## src/rtl/redstone_pkg.sv

```systemverilog
// Shared types and constants for the redstone comparator slice.
package redstone_pkg;

  localparam int unsigned STRENGTH_W = 4;
  localparam int unsigned CNT_W      = 4;

  typedef bit [3:0] redstone;

  localparam redstone REDSTONE_MAX = 15;

  typedef enum bit {CMP_COMPARE, CMP_SUBTRACT} cmp_mode_e;

  typedef enum logic {ST_IDLE, ST_PENDING} cmp_state_e;

endpackage

```

## src/rtl/redstone_comparator_core.sv

```systemverilog
// Combinational compare/subtract core.
//   back, side_l, side_r : 4-bit input strengths
//   mode                 : 0 = compare, 1 = subtract
//   target               : strength the front output should settle to
module comparator_core
  import redstone_pkg::*;
(
  input  logic [STRENGTH_W-1:0] back,
  input  logic [STRENGTH_W-1:0] side_l,
  input  logic [STRENGTH_W-1:0] side_r,
  input  logic                  mode,
  output logic [STRENGTH_W-1:0] target
);

  logic [STRENGTH_W-1:0] side;

  // Strongest side input wins; subtract saturates at zero instead of wrapping.
  always_comb begin
    side   = (side_l > side_r) ? side_l : side_r;
    target = '0;
    if (cmp_mode_e'(mode) == CMP_SUBTRACT) begin
      if (back > side) target = back - side;
    end else begin
      if (back >= side) target = back;
    end
  end

endmodule

```

## src/rtl/redstone_comparator.sv

```systemverilog
// Redstone comparator stage with game-tick delay and pulse filtering.
//   clk, rst_n   : clock, async active-low reset
//   tick         : game-tick enable; FSM advances only when 1
//   back/side_*  : 4-bit input strengths
//   mode_toggle  : level input, each rising edge flips the mode
//   out          : registered front output strength
//   mode         : registered current mode (0 compare, 1 subtract)
//   busy         : 1 while a change is pending
module redstone_comparator
  import redstone_pkg::*;
#(
  parameter int unsigned DELAY     = 2,
  parameter bit          INIT_MODE = 1'b0
) (
  input  logic                  clk,
  input  logic                  rst_n,
  input  logic                  tick,
  input  logic [STRENGTH_W-1:0] back,
  input  logic [STRENGTH_W-1:0] side_l,
  input  logic [STRENGTH_W-1:0] side_r,
  input  logic                  mode_toggle,
  output logic [STRENGTH_W-1:0] out,
  output logic                  mode,
  output logic                  busy
);

  localparam logic [CNT_W-1:0] DELAY_CNT = CNT_W'(DELAY);

  cmp_state_e            state, state_d;
  logic [STRENGTH_W-1:0] pending, pending_d;
  logic [STRENGTH_W-1:0] out_d;
  logic [CNT_W-1:0]      cnt, cnt_d;
  logic                  mode_d, busy_d;
  logic                  toggle_q;
  logic                  toggle_rise;
  logic [STRENGTH_W-1:0] target;

  // Target always uses the registered mode, so a toggle takes effect one cycle later.
  comparator_core u_core (
    .back   (back),
    .side_l (side_l),
    .side_r (side_r),
    .mode   (mode),
    .target (target)
  );

  assign toggle_rise = mode_toggle & ~toggle_q;

  // State and output registers.
  always_ff @(posedge clk or negedge rst_n) begin
    if (!rst_n) begin
      state    <= ST_IDLE;
      out      <= '0;
      pending  <= '0;
      cnt      <= '0;
      mode     <= INIT_MODE;
      busy     <= 1'b0;
      toggle_q <= 1'b0;
    end else begin
      state    <= state_d;
      out      <= out_d;
      pending  <= pending_d;
      cnt      <= cnt_d;
      mode     <= mode_d;
      busy     <= busy_d;
      toggle_q <= mode_toggle;
    end
  end

  // Next-state: a change must hold for DELAY ticks; reverting to out cancels it.
  always_comb begin
    state_d   = state;
    out_d     = out;
    pending_d = pending;
    cnt_d     = cnt;
    mode_d    = mode ^ toggle_rise;
    if (tick) begin
      case (state)
        ST_IDLE: begin
          if (target != out) begin
            pending_d = target;
            cnt_d     = DELAY_CNT;
            state_d   = ST_PENDING;
          end
        end
        ST_PENDING: begin
          if (target == out) begin
            state_d = ST_IDLE;
          end else if (target != pending) begin
            pending_d = target;
            cnt_d     = DELAY_CNT;
          end else if (cnt == CNT_W'(1)) begin
            out_d   = pending;
            state_d = ST_IDLE;
          end else begin
            cnt_d = cnt - CNT_W'(1);
          end
        end
        default: state_d = ST_IDLE;
      endcase
    end
    busy_d = (state_d == ST_PENDING);
  end

endmodule
```

## config.mk

```make
export PLATFORM = sky130hd
export DESIGN_NAME = redstone_comparator
export DESIGN_NICKNAME = d
export VERILOG_FILES = /design/src/rtl/redstone_pkg.sv /design/src/rtl/redstone_comparator_core.sv /design/src/rtl/redstone_comparator.sv
export SDC_FILE = /design/constraint.sdc
export NUM_CORES = 1
export LEC_CHECK = 0
export CAP_MARGIN = 20
export CORE_MARGIN = 8
export CORE_UTILIZATION = 40
export DETAILED_ROUTE_END_ITERATION = 12
export PLACE_DENSITY = 0.65
export SLEW_MARGIN = 5
export SYNTH_ARGS = -nofsm -noshare
export SYNTH_HDL_FRONTEND = slang
export SYNTH_SLANG_ARGS = --single-unit
```

## constraint.sdc

```tcl
create_clock -name clk -period 3.3 [get_ports clk]
set_clock_uncertainty 0.05 [all_clocks]
set_input_delay 0.66 -clock clk [delete_from_list [all_inputs] [get_ports clk]]
set_output_delay 0.66 -clock clk [all_outputs]
set_load 0.005 [all_outputs]
```

# --- Yosys cells after proc, flatten, opt, wreduce, memory -nomap -nowiden ---
# Cells that the tools add are included.
# Widths: inputs -> output; s select.
classes:
  reduce_logical: 3
  n_bitwise: 6
  add_sub_neg: 2
  n_lt_le_gt_ge: 3
  eq_ne: 8
  n_mux: 18
ops:
  columns: ["operator", "count"]
  rows:
  - ["$mux 4", 11]
  - ["$pmux 4 s2", 2]
  - ["$gt 4x4->1", 2]
  - ["$ne 4x4->1", 2]
  - ["$reduce_and 4->1", 2]
  - ["$reduce_and 5->1", 1]
  - ["$eq 4x1->1 const B", 1]
  - ["$eq 4x4->1", 1]
  - ["$ge 4x4->1", 1]
  - ["$mux 1", 4]
  - ["$ne 2x2->1 const B", 2]
  - ["$not 1->1", 4]
  - ["$sub 4x1->4 const B", 1]
  - ["$sub 4x4->4", 1]
  - ["$ne 3x3->1 const B", 1]
  - ["$ne 2x1->1 const B", 1]
  - ["$pmux 1 s2", 1]
  - ["$and 1x1->1", 1]
  - ["$xor 1x1->1", 1]
totals:
  out_inout_bits: 6
  ff_bits: 15

# --- Depth between registers and ports, before layout ---
# Gate-level depths: netlist of the first run.
depth:
  word_depth: 9
  mapped_depth: 18

# --- Hierarchy ---
# Synthesis of the first run repeated with hierarchy kept, for this count alone.
hier_totals:
  cells_unflattened: 109
  area_unflattened_um2: 1143.6
modules_own_cells:
  columns: ["mod", "seq_area_each_um2", "instances", "cells_each", "area_each_um2"]
  rows:
  - ["redstone_comparator", 375.4, 1, 66, 767.0]
  - ["comparator_core", 0.0, 1, 43, 376.6]

# --- Least setup slack after synthesis of the first run ---
# Ideal clock, no wire load.
synth_path:
  kind: "input to register"
  from: "in side_r[1]"
  to: "reg out[0]"
  setup_time_ps: 125
  path_buffers: 0
  setup_slack_ps: -820
  required_time_ps: 3125
  arrival_ps: 3946
  cell_stages: 16
  cell_sequence: "inv_1 -> ha_1 -> nor2b_1 -> o21ai_0 -> nand2b_1 -> a21oi_1 -> a41o_1 -> mux2_2 -> fa_1 -> nand3b_1 -> and2_1 -> o21ai_0 -> xnor2_1 -> o21ai_2 -> o2111ai_2 -> mux2_2"
synth_via:
  elab_chain_cells: 8
  elab_cells_between_ends: 13
  classes_between: "1 x add/sub; 3 x order compare; 2 x eq/ne; 4 x mux; 2 x bitwise; 1 x reduce/logical"
synth_lines:
  columns: ["item", "line", "rtl"]
  rows:
  - ["from (decl)", "redstone_comparator.sv:20", "input logic [STRENGTH_W-1:0] side_r,"]
  - ["$gt 4x4->1", "redstone_comparator_core.sv:19", "side = (side_l > side_r) ? side_l : side_r;"]
  - ["$mux 4 (*)", "redstone_comparator_core.sv:19", null]
  - ["$sub 4x4->4, or another cell as far along", "redstone_comparator_core.sv:22", "if (back > side) target = back - side;"]
  - ["$mux 4 (on tied branches)", "redstone_comparator_core.sv:22, redstone_comparator_core.sv:24", null]
  - ["$mux 4 (*)", "redstone_comparator_core.sv:21", "if (cmp_mode_e'(mode) == CMP_SUBTRACT) begin"]
  - ["$ne 4x4->1 / $eq 4x4->1 (equally long branches)", "redstone_comparator.sv:89, redstone_comparator.sv:87", null]
  - ["$not 1->1 (no source line)", null, null]
  - ["$reduce_and 5->1 (no source line) (*)", null, null]
  - ["to (signal assigned)", "redstone_comparator.sv:61", "out <= out_d;"]
  - ["to (decl)", "redstone_comparator.sv:22", "output logic [STRENGTH_W-1:0] out,"]
# Every way passes the cells marked *; elsewhere a longest branch is shown, timed or not.
# A chain may end at the register's enable or synchronous reset.

# --- Worst setup path after layout of the first run ---
layout_path:
  from: "in side_r[1]"
  to: "reg out[1]"
# The elaborated chain is that of the path after synthesis.

==> results of run 1 <==
[Yosys cell counts (3+ instances only)]
library cell,instances
nand2b_1,4
mux2i_1,5
ha_1,10
mux2_2,7
xnor2_1,4
nand2_1,5
xor2_1,3
inv_1,14
nor2b_1,3
nand3b_1,3
o21ai_0,5
dfrtp_1,15
[layout make-up]
type / count / area (µm²)
Fill cell: 250 / 1116
Multi-Input combinational cell: 90 / 1007
Sequential cell: 15 / 375.4
Timing Repair Buffer: 41 / 370.4
Inverter: 14 / 65.06
Tap cell: 33 / 41.29
Clock buffer: 3 / 22.52
Clock inverter: 1 / 5.005
[timing repair]
item | in CTS | in global routing
buffers inserted | 6 | 1
endpoints found under the hold margin | 0 | 0
pin swaps | 16 | 5
gates resized for setup | 44 | 7
endpoints found under the setup margin | 13 | 13
[worst max-delay path: cells and delay by family]
kind            cells  cell delay, ns
fa+ha+maj           3            0.73
xor+xnor            1            0.21
compound gates      8            1.46
buf+inv             3            0.30
simple gates        3            0.46
mux                 1            0.34
[power breakdown]
group / internal (mW) / switching [mW]
Combinational: 0.353 / 0.317
Clock: 0.0450 / 0.0617
Sequential: 0.225 / 0.0565
Total: 0.623 / 0.435
[cells by family after synthesis]
group                    Yosys count
flip-flops                        15
AO/OA/AOI/OAI                     32
buffers and inverters             15
AND/OR/NAND/NOR                   28
XOR/XNOR                           7
multiplexers                      12
adder cells (fa/ha/maj)           11
[state kept, by name, indices dropped and copies added, names as in the netlist]
name	count
cnt	4
out	4
pending	4
mode	1
state	1
toggle_q	1
[how the worst max path moves through the flow]
stage | from | end
floorplan | side_r[1] | out[0]
global placement | side_r[1] | out[0]
detailed placement | side_r[1] | out[0]
CTS | side_r[1] | out[1]
global route | side_r[1] | out[1]
finish | side_r[1] | out[1]
[cell usage in the layout, fill, tap and decap left out, types with 2 or more instances in the layout]
master           instances
nand3b_1                 3
buf_6                    3
clkdlybuf4s15_1          2
nand2_2                  2
clkbuf_4                 3
xnor2_1                  2
o221ai_1                 2
inv_1                   10
ha_4                     4
o2bb2ai_1                2
mux2i_1                  4
xor2_1                   3
a32oi_4                  2
ha_1                     4
dfrtp_1                 15
a21oi_2                  2
buf_4                   18
ha_2                     2
inv_2                    3
o21ai_0                  2
clkdlybuf4s50_1         13
mux2_2                   2
xnor2_2                  2
nor2b_1                  3
and3_4                   2
o21ai_1                  2
dlygate4sd2_1            3
mux2_4                   5
nand2b_1                 4
nand2_1                  3
[metal layers]
metal	part of all wire	global-route usage	vias to the layer above
li1	-	-	541
met1	0.44	0.1430	540
met2	0.50	0.2347	23
met3	0.040	0.02371	6
met4	0.018	0.05669	0
met5	0	0	-
==> results.rst, run 1 <==
.. list-table::
   :header-rows: 1

   * - Metric
     - Value
   * - Async set-reset flop share out of synthesis
     - 1.000
   * - Post-synth top area share
     - 0.3049
   * - Simple-Gate Fraction of Synth Area
     - 0.1413
   * - Final design utilization
     - 0.6283
   * - Total gr overflow
     - 0
   * - Post-synth net total
     - between 100 and 150
   * - Upper clock frequency limit
     - roughly 250 MHz
   * - Number of search-and-repair iterations in the first detailed-routing pass
     - 4
   * - Area of placed instances
     - about 1700 µm²
   * - Mean area per synthesized cell
     - 10.26 µm²
   * - Post-synthesis compound-gate area fraction
     - 0.2348
   * - Iteration-0 DRC count of the detailed router
     - 26
   * - Total routing resource utilization after global routing
     - 0.1295
   * - Endpoint, Worst Hold
     - out[1]
   * - Fraction of the yosys area taken by sequential cells
     - 0.3049
   * - Reg-to-reg setup timing slack
     - between 0.8 and 0.9 ns
   * - Top fanout value on the critical path
     - 7
   * - Endpoint of the worst register-to-register path
     - out[1]
   * - Site Rows
     - 20
   * - Fin. max-slew vios
     - 0
   * - Maximum number of pins on one net before global-route repair
     - 16
   * - Number of top-level pins
     - 22
   * - Slew HR
     - 0.5435
   * - Via density
     - between 5 and 6
   * - Non-filler cells, final
     - 197
   * - Unrepaired setup endpoints after global routing
     - yes
   * - Final hold violation count
     - 0
   * - Post-detailed-placement half-perimeter wirelength
     - approximately 2400 µm
   * - Maximum clock path buffer count
     - 2
   * - Clock tree root driver cell
     - clkbuf_4
   * - Data arrival time of the critical path
     - a little over 4 ns
   * - Initial Util
     - 0.4100
   * - Die span in y
     - roughly 71 µm
   * - Post-detailed-route count of antenna-violating nets
     - 0
   * - Routability Congestion
     - slightly below 0.8
   * - Worst Setup Slack post-DPL
     - -1.642 ns
   * - Primary FF master, synth
     - dfrtp_1
   * - Post-synthesis cell type with the largest combined area
     - dfrtp_1
   * - Cell-by-cell listing of the critical path
     - buf_12 > inv_12 > ha_4 > nor2b_1 > o21ai_1 > nand2b_1 > a21oi_2 > a41o_1 > buf_6 > o21ai_2 > ha_2 > fa_2 > nand3b_1 > a31oi_4 > a32oi_4 > xnor2_2 > o2111a_2 > o2111ai_4 > mux2_4
   * - Worst hold slack
     - approximately 0.48 ns
   * - Number of enable-type register cells in the synthesized netlist
     - 0
   * - Endpoint kind of the worst setup timing path
     - flip-flop
   * - Quantity of hold-fixing buffers added after cts
     - 0
   * - Worst setup path class
     - input pin to flip-flop
   * - Transition time at the pin with the least slew margin
     - about 0.68 ns
   * - Start point of the worst hold path
     - pending[1]
   * - Number of placed instances, taps included
     - about 190
   * - Startpoint Class
     - input pin
   * - Hold/Removal Path Class
     - flip-flop to flip-flop
   * - Critical Path RT
     - 3.42 ns
   * - Core footprint
     - 3003 µm²
   * - Total Power
     - roughly 1.1 mW
   * - Via count
     - between 1000 and 1500
   * - Netlist cell types
     - 46
   * - Vias in the first global route
     - about 1200
   * - Syn Std Cell Area
     - about 1200 µm²
   * - Quantity of I/O buffers inserted on ports
     - 21
   * - Number of setup violations in the final report
     - 13
   * - Reg clk slew, reported paths
     - 0.09 ns
   * - Critical Path Slowest Stage Cell
     - a31oi_4
   * - Cell depth of the worst min-delay path
     - 1
   * - CTS H-tree depth
     - 1
   * - Pwr dens
     - ~560 nW/µm²
   * - Max rail drop VDD
     - around 0.20 mV
   * - Adder-Cell Fraction of Synth Area
     - 0.1179
   * - Post-layout net count
     - 192
   * - Average detailed-routed wire length per instance
     - between 15 and 20 µm
   * - Total die area
     - roughly 5000 µm²
   * - Initial antenna violation count
     - 0
   * - Largest incremental delay on the critical path
     - ~0.38 ns
   * - CTS buffer count
     - 3
   * - Setup TNS
     - -8.840 ns
   * - Combinational family with the most area after synthesis
     - compound AO/OA/AOI/OAI gates
   * - Crit Reg-Reg Startpoint
     - mode
   * - Period utilization
     - 1.222
   * - Biggest area contributors in the synthesized netlist
     - dfrtp_1, ha_1, mux2_2, inv_1, mux2i_1
   * - P_leak
     - roughly 0.84 nW
   * - Number of sinks driven by the clock tree
     - 15
   * - Status
     - complete, but fails checks
   * - Min Clock Period, post-route
     - roughly 4 ns
   * - Total Wirelength
     - approximately 3100 µm
   * - Number of antenna diodes
     - 0
   * - Width of the chip
     - roughly 71 µm
   * - Max Cap Violations
     - 0
   * - Warnings, synthesis
     - 0
   * - Share of synthesized area spent on multiplexers
     - 0.1047
   * - Layout area overhead
     - 53.25%
   * - Number of design rule violations left after detail routing
     - 0
   * - Post-Synth XOR/XNOR Area
     - 0.04980
   * - R2r worst-path depth
     - 7
   * - Latest clock arrival within the worst-skew pair
     - about 0.28 ns
   * - Count of state elements after synthesis
     - 15
   * - Global-route wire length before repair
     - 5333 µm
   * - Post-route setup slack
     - -0.7319 ns
   * - CTS tree
     - yes
   * - Share of final-layout standard cells stronger than drive strength 1
     - 0.4390
   * - Design Area, Final
     - approximately 1900 µm²
   * - Synth Instances
     - 120
   * - Failing checks
     - setup timing
No activity file was read; power rests on OpenSTA's default activity.
==> run 2: changes to the inputs <==
Settings changed: CORE_MARGIN 8 to 3, PLACE_DENSITY 0.65 to 0.66, SKIP_LAST_GASP set to 1.
==> run 2 against run 1 <==
  * Fmax increased by 1.7%
  * Non-clock buffer count grew 2
  * Register-to-register slack about the same
  * Final cell count did not move
  * Final area increased by 0.80%
  * Flip-flop and latch count unchanged
  * Largest cell class unchanged
  * Die area decreased by 26%
  * The flow still finishes with violations (setup timing)
  * First-iteration DRC count increased by 38%
  * Highest routed layer unchanged
  * Combinational power grew 5.4%
  * Utilization increased by 3.8 points
  * Clock-buffer cell count stayed put
==> results.rst, run 2 (same netlist as run 1, synthesis figures left out) <==
.. list-table::
   :header-rows: 1

   * - Metric
     - Value
   * - Pwr dens
     - 576.6 nW/µm²
   * - Maximum number of pins on one net before global-route repair
     - 16
   * - Critical Path RT
     - ~3.4 ns
   * - Max rail drop VDD
     - ~0.46 mV
   * - Transition time at the pin with the least slew margin
     - 0.6852 ns
   * - Post-detailed-placement half-perimeter wirelength
     - between 2000 and 2500 µm
   * - Via density
     - ~5.6
   * - Unrepaired setup endpoints after global routing
     - yes
   * - Fin. max-slew vios
     - 0
   * - Non-filler cells, final
     - 197
   * - Status
     - complete, but fails checks
   * - Reg-to-reg setup timing slack
     - 0.88 ns
   * - Share of final-layout standard cells stronger than drive strength 1
     - 0.4880
   * - Width of the chip
     - about 60 µm
   * - Total routing resource utilization after global routing
     - 0.1722
   * - Iteration-0 DRC count of the detailed router
     - 36
   * - Library cell appearing most often on the critical path
     - mux2_4
   * - Top fanout value on the critical path
     - 7
   * - Vias in the first global route
     - 1033
   * - Via count
     - around 1100
   * - Initial antenna violation count
     - 0
   * - Min Clock Period, post-route
     - ~4.0 ns
   * - Slew HR
     - 0.5418
   * - Registers with the most flip-flops
     - cnt x4, out x4, pending x4
   * - Post-detailed-route count of antenna-violating nets
     - 0
   * - Routability Congestion
     - roughly 0.76
   * - Critical Path Slowest Stage Cell
     - fa_2
   * - Initial Util
     - 0.4316
   * - Number of placed instances, taps included
     - 187
   * - Number of top-level pins
     - 22
   * - Number of setup violations in the final report
     - 13
   * - Worst setup path class
     - input pin to flip-flop
   * - CTS tree
     - yes
   * - Reg clk slew, reported paths
     - ~0.090 ns
   * - Total gr overflow
     - 0
   * - Total Wirelength
     - 3117 µm
   * - Maximum clock path buffer count
     - 2
   * - Max Cap Violations
     - 0
   * - Number of search-and-repair iterations in the first detailed-routing pass
     - 4
   * - Final hold violation count
     - 0
   * - Clock tree root driver cell
     - clkbuf_4
   * - Startpoint Class
     - input pin
   * - CTS H-tree depth
     - 1
   * - Failing checks
     - setup timing
   * - Die span in y
     - approximately 61 µm
   * - Layout area overhead
     - 54.47%
   * - Average detailed-routed wire length per instance
     - about 16 µm
   * - Total Power
     - 1.097 mW
   * - Cell-by-cell listing of the critical path
     - buf_12 > inv_12 > ha_4 > nor2b_4 > o21ai_1 > nand2b_1 > a21oi_2 > a41o_2 > mux2_4 > fa_2 > nand3b_1 > a31oi_4 > and3_4 > a31o_1 > o2111a_2 > o2111ai_4 > mux2_4
   * - Hold/Removal Path Class
     - flip-flop to flip-flop
   * - Total die area
     - ~3800 µm²
   * - Endpoint kind of the worst setup timing path
     - flip-flop
   * - Worst Setup Slack post-DPL
     - -1.601 ns
   * - Core footprint
     - ~2900 µm²
   * - Largest incremental delay on the critical path
     - approximately 0.35 ns
   * - Global-route wire length before repair
     - 4788 µm
   * - Commonest cells after routing, fill and taps aside
     - buf_4, dfrtp_1, clkdlybuf4s50_1
   * - Most common cell after layout, fill and taps aside
     - buf_4
   * - Quantity of I/O buffers inserted on ports
     - 21
   * - CTS buffer count
     - 3
   * - Post-layout net count
     - slightly below 200
   * - Upper clock frequency limit
     - ~250 MHz
   * - Period utilization
     - 1.202
   * - Number of antenna diodes
     - 0
   * - Site Rows
     - 19
   * - Latest clock arrival within the worst-skew pair
     - approximately 0.29 ns
   * - Number of sinks driven by the clock tree
     - 15
   * - Data arrival time of the critical path
     - 4.10 ns
   * - Number of design rule violations left after detail routing
     - 0
   * - P_leak
     - 0.8458 nW
   * - Post-route setup slack
     - -0.6664 ns
[run 2: changes by cell type in the layout (fill, tap and decap cells not counted), moves of 2 or more]
cell / change
clkbuf_2: +3
buf_4: +2
clkdlybuf4s15_1: -2
mux2_2: +2
mux2_4: -2
o2bb2ai_1: -2
o2bb2ai_2: +2
[run 2: worst paths after layout]
path	from	to	cells after the start
worst min-delay path	cnt[3]	cnt[3]	1
max in group asynchronous	rst_n	pending[3]	1
min in group asynchronous	rst_n	state	1
worst max-delay path	side_r[1]	out[1]	17
worst min register to register	cnt[3]	cnt[3]	1
worst max register to register	mode	out[1]	7
[run 2: metrics by stage]
stage | instance area (µm²) | hold slack (ns) | utilization | TNS [ns]
after floorplan | 1314 | 0.3144 | - | -6.580
after global placement | 1678 | 0.4478 | 0.5882 | -18.53
after detailed placement | 1678 | 0.4505 | 0.5882 | -19.64
after CTS | 1807 | 0.4740 | 0.6333 | -8.107
after global routing | 1902 | 0.4886 | 0.6667 | -10.14
final | 1902 | 0.4785 | 0.6667 | -7.984
[run 2: power breakdown]
group / switching [mW] / internal (mW)
sequential: 0.0555 / 0.225
combinational: 0.339 / 0.367
clock: 0.0636 / 0.0461
[run 2: timing repair]
item	CTS	global route
pin swaps	13	14
setup buffers	4	2
gates resized for setup	36	24
gates cloned	0	0
setup endpoints to repair	13	13
hold buffers	0	0
[run 2: per-layer routing]
| metal | share of wire | GRT usage | vias to the layer above |
|---|---|---|---|
| li1 | - | - | 546 |
| met1 | 0.47 | 0.2388 | 533 |
| met2 | 0.49 | 0.2795 | 20 |
| met3 | 0.029 | 0.03774 | 4 |
| met4 | 0.0045 | 0.02727 | 0 |
| met5 | 0 | 0 | - |
[run 2: cell type report]
cell class                      instances  area (µm²)
Clock inverter                          1       7.507
Timing Repair Buffer                   43       371.6
Fill cell                             227       950.9
Inverter                               14       65.06
Clock buffer                            3       22.52
Tap cell                               31       38.79
Sequential cell                        15       375.4
Multi-Input combinational cell         90        1021
[run 2: worst max-delay path, delay by kind of cell]
family / cells / cell delay, ns
AOI/OAI and AO/OA: 7 / 1.37
muxes: 2 / 0.69
and+or+nand+nor: 4 / 0.69
buffers and inverters: 2 / 0.12
adders and majority gates: 2 / 0.57
==> run 3: changes to the inputs <==
Settings changed: CORE_UTILIZATION 40 to 55, PLACE_DENSITY 0.66 to 0.86.
==> run 3 against run 2 <==
  * The flow now stops in clock tree synthesis
  * Synthesized area unchanged
  * Synthesized cell count did not move
==> results.rst, run 3 <==
.. list-table::
   :header-rows: 1

   * - Metric
     - Value
   * - Syn Std Cell Area
     - between 1000 and 1500 µm²
   * - Post-detailed-placement half-perimeter wirelength
     - about 2500 µm
   * - CTS buffer count
     - 3
   * - Quantity of I/O buffers inserted on ports
     - 21
   * - Setup bufs post-CTS
     - 11
   * - Quantity of hold-fixing buffers added after cts
     - 0
   * - Mean area per synthesized cell
     - 10.26 µm²
   * - Warnings, synthesis
     - 0
   * - Dominant cell by count in the synthesized netlist
     - dfrtp_1
   * - Most common library cells after synthesis
     - dfrtp_1, inv_1, ha_1, mux2_2
   * - Biggest area contributors in the synthesized netlist
     - dfrtp_1, ha_1, mux2_2, inv_1, mux2i_1
   * - Site Rows
     - 16
   * - Post-synthesis cell type with the largest combined area
     - dfrtp_1
   * - Fraction of the yosys area taken by sequential cells
     - 0.3049
   * - Clock tree root driver cell
     - clkbuf_4
   * - Routability Congestion
     - slightly above 0.8
   * - Initial Util
     - 0.6029
   * - Number of sinks driven by the clock tree
     - 15
   * - Maximum clock path buffer count
     - 2
   * - CTS H-tree depth
     - 1
   * - Number of enable-type register cells in the synthesized netlist
     - 0
   * - Post-cts gate resize count
     - 61
   * - Width of the chip
     - 53.31 µm
   * - Count of state elements after synthesis
     - 15
   * - Stage at which the run stopped
     - clock tree synthesis
   * - Primary FF master, synth
     - dfrtp_1
   * - Post-synth top area share
     - 0.3049
   * - Status
     - aborted with a tool error
   * - Die span in y
     - around 53 µm
   * - Post-synth net total
     - about 150
   * - Stop err
     - [ERROR DPL-0038] Utilization greater than 100%, impossible to legalize
   * - Number of top-level pins
     - 22
   * - Synth Instances
     - 120
   * - Netlist cell types
     - 46
   * - Async set-reset flop share out of synthesis
     - 1.000
[run 3: cell counts after synthesis]
Identical to the previous run, type by type.
[run 3: kinds of logic after synthesis]
kind of cell / Yosys count / share of synthesized area
fa+ha+maj: 11 / 0.1179
xor+xnor: 7 / 0.04980
flops: 15 / 0.3049
compound gates: 32 / 0.2348
simple gates: 28 / 0.1413
mux: 12 / 0.1047
buf+inv: 15 / 0.04674
[run 3: through the flow]
| step | instance area [µm²] | std cells | hold WS (ns) | util | setup slack, ns |
|---|---|---|---|---|---|
| 3_5_place_dp | 1703 | 187 | 0.4422 | 0.8339 | -1.695 |
| 2_1_floorplan | 1314 | 120 | 0.3144 | - | -0.6139 |
| 3_3_place_gp | 1703 | 187 | 0.4385 | 0.8339 | -1.556 |
==> run 4: changes to the inputs <==
Settings changed: CORE_AREA set to 3 3 64 66, CORE_MARGIN 3 to not set, CORE_UTILIZATION 55 to not set, DIE_AREA set to 0 0 67 69, PLACE_DENSITY 0.86 to not set, PLACE_DENSITY_LB_ADDON set to 0.15.
==> run 4 against run 3 <==
  * The flow now finishes, with violations (setup timing)
==> results.rst, run 4 (same netlist as run 1, synthesis figures left out) <==
.. list-table::
   :header-rows: 1

   * - Metric
     - Value
   * - R2r worst-path depth
     - 7
   * - Pwr dens
     - 575.3 nW/µm²
   * - Max rail drop VDD
     - about 0.27 mV
   * - Registers with the most flip-flops
     - cnt x4, out x4, pending x4
   * - Worst Setup Slack post-DPL
     - -1.599 ns
   * - Startpoint Class
     - input pin
   * - Routability Congestion
     - roughly 0.8
   * - Latest clock arrival within the worst-skew pair
     - 0.24 ns
   * - Quantity of hold-fixing buffers added after cts
     - 0
   * - Layout area overhead
     - 68.39%
   * - Upper clock frequency limit
     - 244.0 MHz
   * - Final hold violation count
     - 0
   * - Average detailed-routed wire length per instance
     - around 14 µm
   * - Clock tree root driver cell
     - clkbuf_8
   * - Data arrival time of the critical path
     - approximately 4.2 ns
   * - Area of placed instances
     - 1737 µm²
   * - Post-layout net count
     - slightly above 200
   * - Total Wirelength
     - about 3200 µm
   * - Die span in y
     - a little under 70 µm
   * - Unrepaired setup endpoints after global routing
     - yes
   * - Worst setup path class
     - input pin to flip-flop
   * - Design Area, Final
     - just over 2000 µm²
   * - Start point of the worst hold path
     - pending[0]
   * - Number of search-and-repair iterations in the first detailed-routing pass
     - 2
   * - Number of design rule violations left after detail routing
     - 0
   * - Total internal power
     - between 0.7 and 0.8 mW
   * - Initial Util
     - 0.3388
   * - Iteration-0 DRC count of the detailed router
     - 17
   * - Initial antenna violation count
     - 0
   * - Vias in the first global route
     - ~1200
   * - Site Rows
     - 22
   * - Switching power as a share of total power
     - 0.3990
   * - Failing checks
     - setup timing
   * - Commonest cells after routing, fill and taps aside
     - buf_4, dfrtp_1, clkdlybuf4s50_1
   * - Width of the chip
     - around 67 µm
   * - Critical Path RT
     - ~3.4 ns
   * - Top fanout value on the critical path
     - 5
   * - Endpoint of the worst register-to-register path
     - out[3]
   * - Core footprint
     - about 3600 µm²
   * - Number of setup violations in the final report
     - 13
   * - Total routing resource utilization after global routing
     - 0.1376
   * - Period utilization
     - 1.242
   * - Most common cell after layout, fill and taps aside
     - buf_4
   * - Global-route wire length before repair
     - 5057 µm
   * - Portion of total power attributed to the clock network
     - 0.122
   * - Maximum number of pins on one net before global-route repair
     - 16
   * - Transition time at the pin with the least slew margin
     - 0.6976 ns
   * - Number of top-level pins
     - 22
   * - Reg clk slew, reported paths
     - 0.06 ns
   * - Total die area
     - roughly 4600 µm²
   * - Fin. max-slew vios
     - 0
   * - Number of antenna diodes
     - 0
   * - Worst hold slack
     - approximately 0.46 ns
   * - Number of fill cells in the layout
     - 330
   * - Slew HR
     - 0.5335
   * - Post-detailed-placement half-perimeter wirelength
     - approximately 2300 µm
   * - CTS tree
     - yes
   * - Max Cap Violations
     - 0
   * - Total Power
     - between 1 and 1.5 mW
   * - Switching pwr
     - around 0.48 mW
   * - Min Clock Period, post-route
     - 4.098 ns
   * - Share of final-layout standard cells stronger than drive strength 1
     - 0.5281
   * - Endpoint kind of the worst setup timing path
     - flip-flop
   * - CTS buffer count
     - 3
   * - Via density
     - 5.044
   * - Number of sinks driven by the clock tree
     - 15
   * - Post-route setup slack
     - -0.7976 ns
   * - Post-detailed-route count of antenna-violating nets
     - 0
   * - P_leak
     - ~0.93 nW
   * - Maximum clock path buffer count
     - 2
   * - CTS H-tree depth
     - 1
   * - Crit Reg-Reg Startpoint
     - mode
   * - Quantity of I/O buffers inserted on ports
     - 21
   * - Via count
     - 1140
   * - Logic gate share of total power
     - 0.642
   * - Endpoint, Worst Hold
     - out[0]
   * - Reg-to-reg setup timing slack
     - a little over 0.9 ns
   * - Total gr overflow
     - 0
   * - Hold/Removal Path Class
     - flip-flop to flip-flop
   * - Cell depth of the worst min-delay path
     - 1
   * - Setup TNS
     - -9.504 ns
   * - Status
     - complete, but fails checks
   * - Part of the power in registers
     - 0.236
-- run 4: layout make-up --
class	instances	area [µm²]	area share
Clock buffer	3	41.29	0.01992
Clock inverter	1	5.005	0.002414
Inverter	14	65.06	0.03138
Multi-Input combinational cell	90	1052	0.5075
Sequential cell	15	375.4	0.1810
Tap cell	48	60.06	0.02897
Timing Repair Buffer	55	474.2	0.2287
-- run 4: worst max-delay path by stage --
stage / from / end / cells past startpoint
2_1_floorplan: side_r[1] / out[0] / 16
3_3_place_gp: side_r[1] / out[0] / 19
3_5_place_dp: side_r[1] / out[0] / 20
4_1_cts: side_r[1] / out[0] / 19
5_1_grt: side_r[1] / out[3] / 20
6_report: side_r[1] / out[3] / 20
-- run 4: power groups by stage --
stage | Combinational (mW) | Clock [mW] | Sequential (mW)
final | 0.766 | 0.146 | 0.281
after global routing | 0.828 | 0.160 | 0.288
after CTS | 0.659 | 0.154 | 0.279
after detailed placement | 0.568 | 0 | 0.280
after global placement | 0.554 | 0 | 0.278
after floorplan | 0.370 | 0 | 0.269
-- run 4: critical path, cell delays in order --
cell	delay (ns)
buf_12	0.09
inv_12	0.03
ha_4	0.25
nor2b_4	0.12
o21ai_1	0.07
nand2b_1	0.10
a21oi_2	0.07
a41o_2	0.27
nand2_1	0.06
o21ai_1	0.06
ha_2	0.19
fa_2	0.36
nand3b_1	0.27
a31oi_4	0.28
buf_6	0.15
a32oi_4	0.08
xnor2_2	0.25
o2111a_2	0.28
o2111ai_4	0.17
mux2_4	0.35
-- run 4: stage by stage --
stage                     cells    util
after detailed placement    209  0.4780
after global placement      209  0.4780
final                       226  0.5706
after global routing        226  0.5706
after CTS                   220  0.5293
after floorplan             120       -
-- run 4: repair_timing --
item	CTS	global route
endpoints found under the setup margin	13	13
setup buffers	7	7
resized for setup	31	30
pin swaps	14	17
-- run 4: routing by layer --
metal	up-vias	share of wire	routed length, µm	GRT usage
met5	-	0	0	0
met4	0	0.0040	13	0.03378
met3	2	0.029	93	0.02606
met2	15	0.55	1775	0.2358
met1	556	0.42	1359	0.1736
li1	567	-	-	-
